==> src/rtl/mux16_rr_arbiter.sv <==
// mux16_rr_arbiter: 16-requester round-robin arbiter with a per-owner hold limit,
// driving a 16:1 data mux. Grant, select and valid are registered; the mux
// output follows the selected data lane combinationally.
module mux16_rr_arbiter #(
  parameter int unsigned MAX_HOLD = 8
) (
  input  logic        clk,
  input  logic        rst_n,
  input  logic [15:0] req,
  input  logic [15:0] d,
  output logic [15:0] gnt,
  output logic        gnt_valid,
  output logic [3:0]  sel,
  output logic        out
);

  typedef enum logic {
    IDLE  = 1'b0,
    GRANT = 1'b1
  } state_t;

  // Hold counter value on the owner's last permitted cycle.
  localparam logic [7:0] HOLD_LAST = 8'(MAX_HOLD - 1);

  state_t      state_reg;
  logic [3:0]  ptr_reg;
  logic [7:0]  hold_reg;

  logic [3:0]  search_base;
  logic [15:0] rot_req;
  logic        found;
  logic [3:0]  found_off;
  logic [3:0]  winner;
  logic        owner_req;
  logic        release_now;

  // In GRANT the only search that matters is the release search, which starts
  // just past the current owner (that value also becomes the new pointer).
  // In IDLE the search starts at the stored pointer.
  assign search_base = (state_reg == GRANT) ? (sel + 4'd1) : ptr_reg;

  // Rotate the request vector so that bit 0 is the highest-priority requester.
  generate
    for (genvar gi = 0; gi < 16; gi++) begin : g_rot
      assign rot_req[gi] = req[4'(search_base + 4'(gi))];
    end
  endgenerate

  // Priority encode the rotated vector: lowest set bit wins.
  always_comb begin
    found     = 1'b0;
    found_off = 4'd0;
    for (int i = 15; i >= 0; i--) begin
      if (rot_req[i]) begin
        found     = 1'b1;
        found_off = 4'(i);
      end
    end
  end

  assign winner      = search_base + found_off;
  assign owner_req   = req[sel];
  assign release_now = !owner_req || (hold_reg == HOLD_LAST);

  // Arbitration state machine; all outputs are registered here.
  always_ff @(posedge clk or negedge rst_n) begin
    if (!rst_n) begin
      state_reg <= IDLE;
      ptr_reg   <= 4'd0;
      hold_reg  <= 8'd0;
      sel       <= 4'd0;
      gnt       <= 16'd0;
      gnt_valid <= 1'b0;
    end else begin
      case (state_reg)
        IDLE: begin
          if (found) begin
            state_reg <= GRANT;
            sel       <= winner;
            gnt       <= 16'd1 << winner;
            gnt_valid <= 1'b1;
            hold_reg  <= 8'd0;
          end
        end
        GRANT: begin
          if (release_now) begin
            ptr_reg <= sel + 4'd1;
            if (found) begin
              // Back-to-back handover (possibly to the same owner if alone).
              sel       <= winner;
              gnt       <= 16'd1 << winner;
              gnt_valid <= 1'b1;
              hold_reg  <= 8'd0;
            end else begin
              state_reg <= IDLE;
              gnt       <= 16'd0;
              gnt_valid <= 1'b0;
              hold_reg  <= 8'd0;
            end
          end else begin
            hold_reg <= hold_reg + 8'd1;
          end
        end
        default: begin
          state_reg <= IDLE;
          gnt       <= 16'd0;
          gnt_valid <= 1'b0;
        end
      endcase
    end
  end

  // Data mux: the owner's lane while a grant is active, otherwise zero.
  assign out = gnt_valid ? d[sel] : 1'b0;

endmodule

==> config.mk <==
export PLATFORM = sky130hd
export DESIGN_NAME = mux16_rr_arbiter
export DESIGN_NICKNAME = d
export VERILOG_FILES = /design/src/rtl/mux16_rr_arbiter.sv
export SDC_FILE = /design/constraint.sdc
export NUM_CORES = 1
export LEC_CHECK = 0
export ABC_AREA = 1
export CORE_AREA = 10 10 130 97
export CTS_BUF_LIST = sky130_fd_sc_hd__clkbuf_4 sky130_fd_sc_hd__clkbuf_8
export DETAILED_ROUTE_END_ITERATION = 7
export DIE_AREA = 0 0 140 107
export HOLD_SLACK_MARGIN = 0.05
export MAX_ROUTING_LAYER = met4
export PLACE_DENSITY = 0.66
export SKIP_CTS_REPAIR_TIMING = 1
export SYNTH_ARGS = -nofsm -noshare
export SYNTH_HDL_FRONTEND = slang
export SYNTH_SLANG_ARGS = --single-unit
==> constraint.sdc <==
create_clock -name clk -period 5.1 [get_ports clk]
set_clock_uncertainty 0.05 [all_clocks]
set_input_delay 1.02 -clock clk [delete_from_list [all_inputs] [get_ports clk]]
set_output_delay 1.02 -clock clk [all_outputs]
set_load 0.01 [all_outputs]
# Word-level counts from Yosys, hierarchy flattened
# Cells that the tools add are included.
dict set report classes {
  add_sub_neg 18
  n_lt_le_gt_ge 17
  shift 1
  n_eq_ne 3
  n_bitwise 1
  mux 86
  n_reduce_logical 4
}
# op count
set op_table {}
lappend op_table {{4-bit by 5-bit < comparator with 1-bit output (second input constant)} 17}
lappend op_table {{4-bit two-way mux} 19}
lappend op_table {{1-bit binary-select mux with 4-bit select} 18}
lappend op_table {{16-bit two-way mux} 3}
lappend op_table {{1-bit two-way mux} 39}
lappend op_table {{4-bit adder (second input constant)} 8}
lappend op_table {{16-bit one-hot mux with 2 select lines} 1}
lappend op_table {{4-bit by 3-bit adder with 4-bit output (second input constant)} 4}
lappend op_table {{8-bit two-way mux} 2}
lappend op_table {{8-bit one-hot mux with 2 select lines} 1}
lappend op_table {{1-bit by 4-bit left shift with 16-bit output (first input constant)} 1}
lappend op_table {{4-bit by 1-bit adder with 4-bit output (second input constant)} 2}
lappend op_table {{4-bit by 2-bit adder with 4-bit output (second input constant)} 2}
lappend op_table {{8-bit by 1-bit adder with 8-bit output (second input constant)} 1}
lappend op_table {{8-bit by 3-bit == test with 1-bit output (second input constant)} 1}
lappend op_table {{4-bit one-hot mux with 2 select lines} 1}
lappend op_table {{4-bit adder} 1}
lappend op_table {{1-bit one-hot mux with 2 select lines} 2}
lappend op_table {{2-bit AND reduction} 2}
lappend op_table {{2-bit by 1-bit inequality test with 1-bit output (second input constant)} 1}
lappend op_table {{2-bit inequality test (second input constant)} 1}
lappend op_table {{1-bit zero test} 1}
lappend op_table {{1-bit logical OR} 1}
lappend op_table {{1-bit inverter} 1}
dict set report totals {
  input_bits 34
  elab_cells 136
  ff_bits 34
}

# Longest topological paths before layout
dict set report depth {
  word_depth 26
  mapped_depth 35
  ltp_nobuf 33
}

# Least setup slack after synthesis
# OpenSTA, ideal clock, no wires.
dict set report synth_path {
  kind {register -> register}
  startpoint {reg sel[0]}
  endpoint {reg gnt[7]}
  path_stages_with_launch 36
  period_less_slack_ps 4267
  slack_ps 833
  setup_ps 83
  required_time_ps 4967
  arrival_ps 4134
  path_cell_list {dfrtp_1 > ha_1 > nand2_1 > nand2_4 > inv_2 > buf_6 > ha_1 > clkbuf_1 > inv_1 > nand3_1 > nand2_1 > nand2_1 > nand2_1 > nand2_1 > nand2_1 > nand2_1 > nand2_1 > nand2_1 > nand2_1 > nand2_1 > nand2_1 > nand2_1 > nand2_1 > nand2_1 > nand2_1 > nand2_1 > a21oi_1 > ha_1 > inv_1 > fa_1 > or2_2 > nand2_1 > inv_1 > nor2_1 > o211ai_1 > o21ai_0}
}
dict set report synth_via {
  elab_chain_len 26
  word_cells_on_any_way 94
}
# item line_no
set synth_rtl {}
lappend synth_rtl {{start: declaration} 13} ;# output logic [3:0] sel,
lappend synth_rtl {{start signal: assignment} 79} ;# sel <= winner;
lappend synth_rtl {{start signal: assignment} 90} ;# sel <= winner;
lappend synth_rtl {{4-bit by 1-bit adder with 4-bit output} 40} ;# assign search_base = (state_reg == GRANT) ? (sel + 4'd1) : ptr_reg;
lappend synth_rtl {{4-bit two-way mux} 40}
lappend synth_rtl {{4-bit adder} 45} ;# assign rot_req[gi] = req[4'(search_base + 4'(gi))];
lappend synth_rtl {{1-bit binary-select mux with 4-bit select} 45}
lappend synth_rtl {{1-bit two-way mux (not written as such)} 45}
lappend synth_rtl {{4-bit two-way mux (16 in a row)} 54} ;# if (rot_req[i]) begin
lappend synth_rtl {{4-bit adder} 61} ;# assign winner = search_base + found_off;
lappend synth_rtl {{1-bit by 4-bit left shift with 16-bit output} {80, 91}}
lappend synth_rtl {{16-bit two-way mux} 88} ;# if (found) begin
lappend synth_rtl {{16-bit two-way mux} 86} ;# if (release_now) begin
lappend synth_rtl {{16-bit one-hot mux with 2 select lines} 75} ;# case (state_reg)
lappend synth_rtl {{end signal: assignment} 80} ;# gnt <= 16'd1 << winner;
lappend synth_rtl {{end signal: assignment} 91} ;# gnt <= 16'd1 << winner;
lappend synth_rtl {{end: declaration} 11} ;# output logic [15:0] gnt,
# Several ways; a longest one is shown, not always the timed one. The select of a mux whose other input is x is not followed.
# A chain may end at the register's enable or synchronous reset.

# Final worst setup path
# Same ends and word-level chain as after synthesis.

==> metrics.md <==
| Metric | Value |
|---|---|
| Dpl cells | 735 |
| CP Buf/Inv Count | 4 |
| Total length of routed wires | ~11000 um |
| Kind of critical path | reg -> reg |
| Initial core utilization | 0.3423 |
| # IOs | 56 |
| Cells after synthesis | 556 |
| Num CTS Buffers | 5 |
| WL per Instance | ~14 um |
| Antenna Violating Nets Remaining | 0 |
| Total Routing Usage GR | 0.1440 |
| Kind of end point of the critical path | register |
| Seq cells post-synth | 34 |
| Critical path's top delay family | simple AND/OR/NAND/NOR gates |
| First-pass GRT wire length | 17880 um |
| Worst setup SP type | register |
| Syn nets | about 600 |
| Critical Path Slowest Stage Cell | ha_1 |
| Die Y-Extent | 107 um |
| Clock H-tree levels | 2 |
| TritonCTS clock tree | built |
| FMAX | 216.8 MHz |
| Initial antenna violation count | 0 |
| R2R Setup Slk | between 0.4 and 0.5 ns |
| Min Clock Period, post-route | around 4.6 ns |
| Port Buffers | 55 |
| Status | completed |
| Worst skew pair latency | 0.28 ns |
| Area Overhead vs Synth | 21.20% |
| Clock Path Buffers | 2 |
| Req. time, crit path | 5.25 ns |
| Crit path DAT | 4.76 ns |
| Sequential fraction of the synthesis area | 0.2465 |
| Die area | ~15000 um^2 |
| Non-filler instance count after layout | between 700 and 800 |
| Layout cells sized above 1 | 0.09508 |
| Worst slew pin tran | 0.4338 ns |
| Nets@finish | 652 |
| Hold WC Path Type | reg -> reg |
| Vias/cell | roughly 5 |
| Overflow after GRT | 0 |
| Number of global-route vias before repair | ~3500 |
| Synthesized cell area | roughly 3500 um^2 |
| Initial DRC Count | roughly 370 |
| RSZ-0062 raised after global routing | no |
| Setup tns final | 0 ns |
| Most Frequent Cell on Critical Path | nand2_1 |
| Final Hold Vio Count | 0 |
| Hold_ws | 0.4317 ns |
| Max_cap viols | 0 |
| # DRC | 0 |
| Pin count of the biggest net entering global routing | 35 |
| Placer Congestion | ~0.94 |
| Slew HR | 0.7108 |
| Max Slew Vio Count | 0 |
| Core area | between 10000 and 15000 um^2 |
| YS warnings | 0 |
| Vias post-DR | 3771 |
| Die extent in x | 140 um |
| Antenna diodes | 0 |
| Final Util | 0.4149 |
| CTS root buffer | clkbuf_8 |
| Syn_area_per_cell | between 6 and 7 um^2 |
| Reg clk slew, reported paths | 0.07 ns |
| Top fanout value on the critical path | 15 |
| Fin crit share | 0.9045 |
| Max reg flops | 16 |
| Synth cell types | 40 |
| # setup viols final | 0 |
| Final HPWL DP | ~8400 um |
| Core Rows | 31 |
| Clock sink total | 34 |
| Max incr delay on CP | around 0.41 ns |
| Drt pass-1 iters | 5 |
==> routing by layer <==
layer	track usage	vias to the layer above	share of wire
li1	-	1895	-
met1	0.2159	1714	0.53
met2	0.2040	160	0.40
met3	0.02116	2	0.064
met4	0.01324	0	0.0018
met5	-	-	0
==> area by class of cell <==
cell class                      instances  area (um^2)
Inverter                               60        226.5
Fill cell                            1051         5901
Clock buffer                            7        83.83
Timing Repair Buffer                   64        618.1
Tap cell                              132        165.2
Sequential cell                        34        850.8
Multi-Input combinational cell        445         2240
==> worst register-to-register path: cells and delay by family (launching register included) <==
family	cells	cell delay [ns]
adders and majority gates	4	1.23
and+or+nand+nor	22	1.98
DFF	1	0.38
buffers and inverters	4	0.46
AOI/OAI and AO/OA	3	0.42
==> through the flow <==
stage / cell area, um^2 / worst slack (ns)
after global routing: 4184 / 0.04081
after CTS: 4184 / 0.5138
after floorplan: 3452 / 0.8333
after detailed placement: 4100 / 0.5320
final: 4184 / 0.4869
after global placement: 4100 / 0.4802
==> logic make-up (layout without fill, tap and decap cells) <==
| kind of cell | count (synthesis) | count (layout) | share of synthesized area |
|---|---|---|---|
| simple gates | 340 | 340 | 0.4433 |
| compound gates | 84 | 84 | 0.1341 |
| buf+inv | 77 | 131 | 0.1047 |
| flops | 34 | 34 | 0.2465 |
| xor+xnor | 12 | 12 | 0.03697 |
| fa+ha+maj | 8 | 8 | 0.03117 |
| mux | 1 | 1 | 0.003262 |
==> cells in the final DEF, fill, tap and decap left out, drive strengths merged, types with 7 or more instances in the layout <==
| master | count |
|---|---|
| clkdlybuf4s50 | 55 |
| xor2 | 11 |
| buf | 9 |
| nor3 | 8 |
| ha | 7 |
| inv | 59 |
| dfrtp | 34 |
| nor2 | 28 |
| o21ai | 50 |
| clkbuf | 7 |
| nand2 | 231 |
| nand3 | 64 |
| a21oi | 21 |
==> worst paths after layout <==
check                      startpoint         end  cells past startpoint
max                            sel[0]      gnt[7]                     33
min                           gnt[11]     gnt[11]                      2
max reg2reg                    sel[0]      gnt[7]                     33
min reg2reg                   gnt[11]     gnt[11]                      2
max in group asynchronous       rst_n  ptr_reg[3]                      2
min in group asynchronous       rst_n      gnt[2]                      2
==> cells in the mapped netlist <==
cell type / instances / share of area
or2_2: 1 / 0.0018
mux2_2: 1 / 0.0033
o21ai_2: 2 / 0.0051
nand3_1: 62 / 0.090
clkinv_2: 1 / 0.0014
ha_1: 7 / 0.025
nor2_2: 4 / 0.0072
inv_2: 7 / 0.0076
nand4_1: 3 / 0.0054
nand2_2: 8 / 0.014
and2_4: 1 / 0.0025
clkbuf_8: 1 / 0.0040
o21ai_0: 35 / 0.051
buf_4: 2 / 0.0043
inv_1: 52 / 0.057
xnor2_2: 1 / 0.0047
nor2_4: 3 / 0.0098
dfrtp_1: 34 / 0.25
buf_8: 1 / 0.0043
clkbuf_1: 4 / 0.0043
o41ai_1: 1 / 0.0025
a22o_1: 1 / 0.0025
a21oi_1: 20 / 0.029
nand3_4: 2 / 0.010
fa_1: 1 / 0.0058
or2_1: 3 / 0.0054
xor2_1: 9 / 0.023
buf_2: 4 / 0.0058
o22ai_1: 6 / 0.011
buf_6: 5 / 0.016
nand2_1: 215 / 0.23
o21ai_1: 13 / 0.019
nor2_1: 21 / 0.023
a21oi_2: 1 / 0.0025
nand3b_1: 1 / 0.0022
xor2_2: 2 / 0.0094
nand2_4: 8 / 0.026
o221ai_1: 3 / 0.0076
o211ai_1: 2 / 0.0043
nor3_1: 8 / 0.012
Power is left out: the tool's default activity adds up to more than one toggle a clock period on the data nets, which glitch-free logic cannot reach.
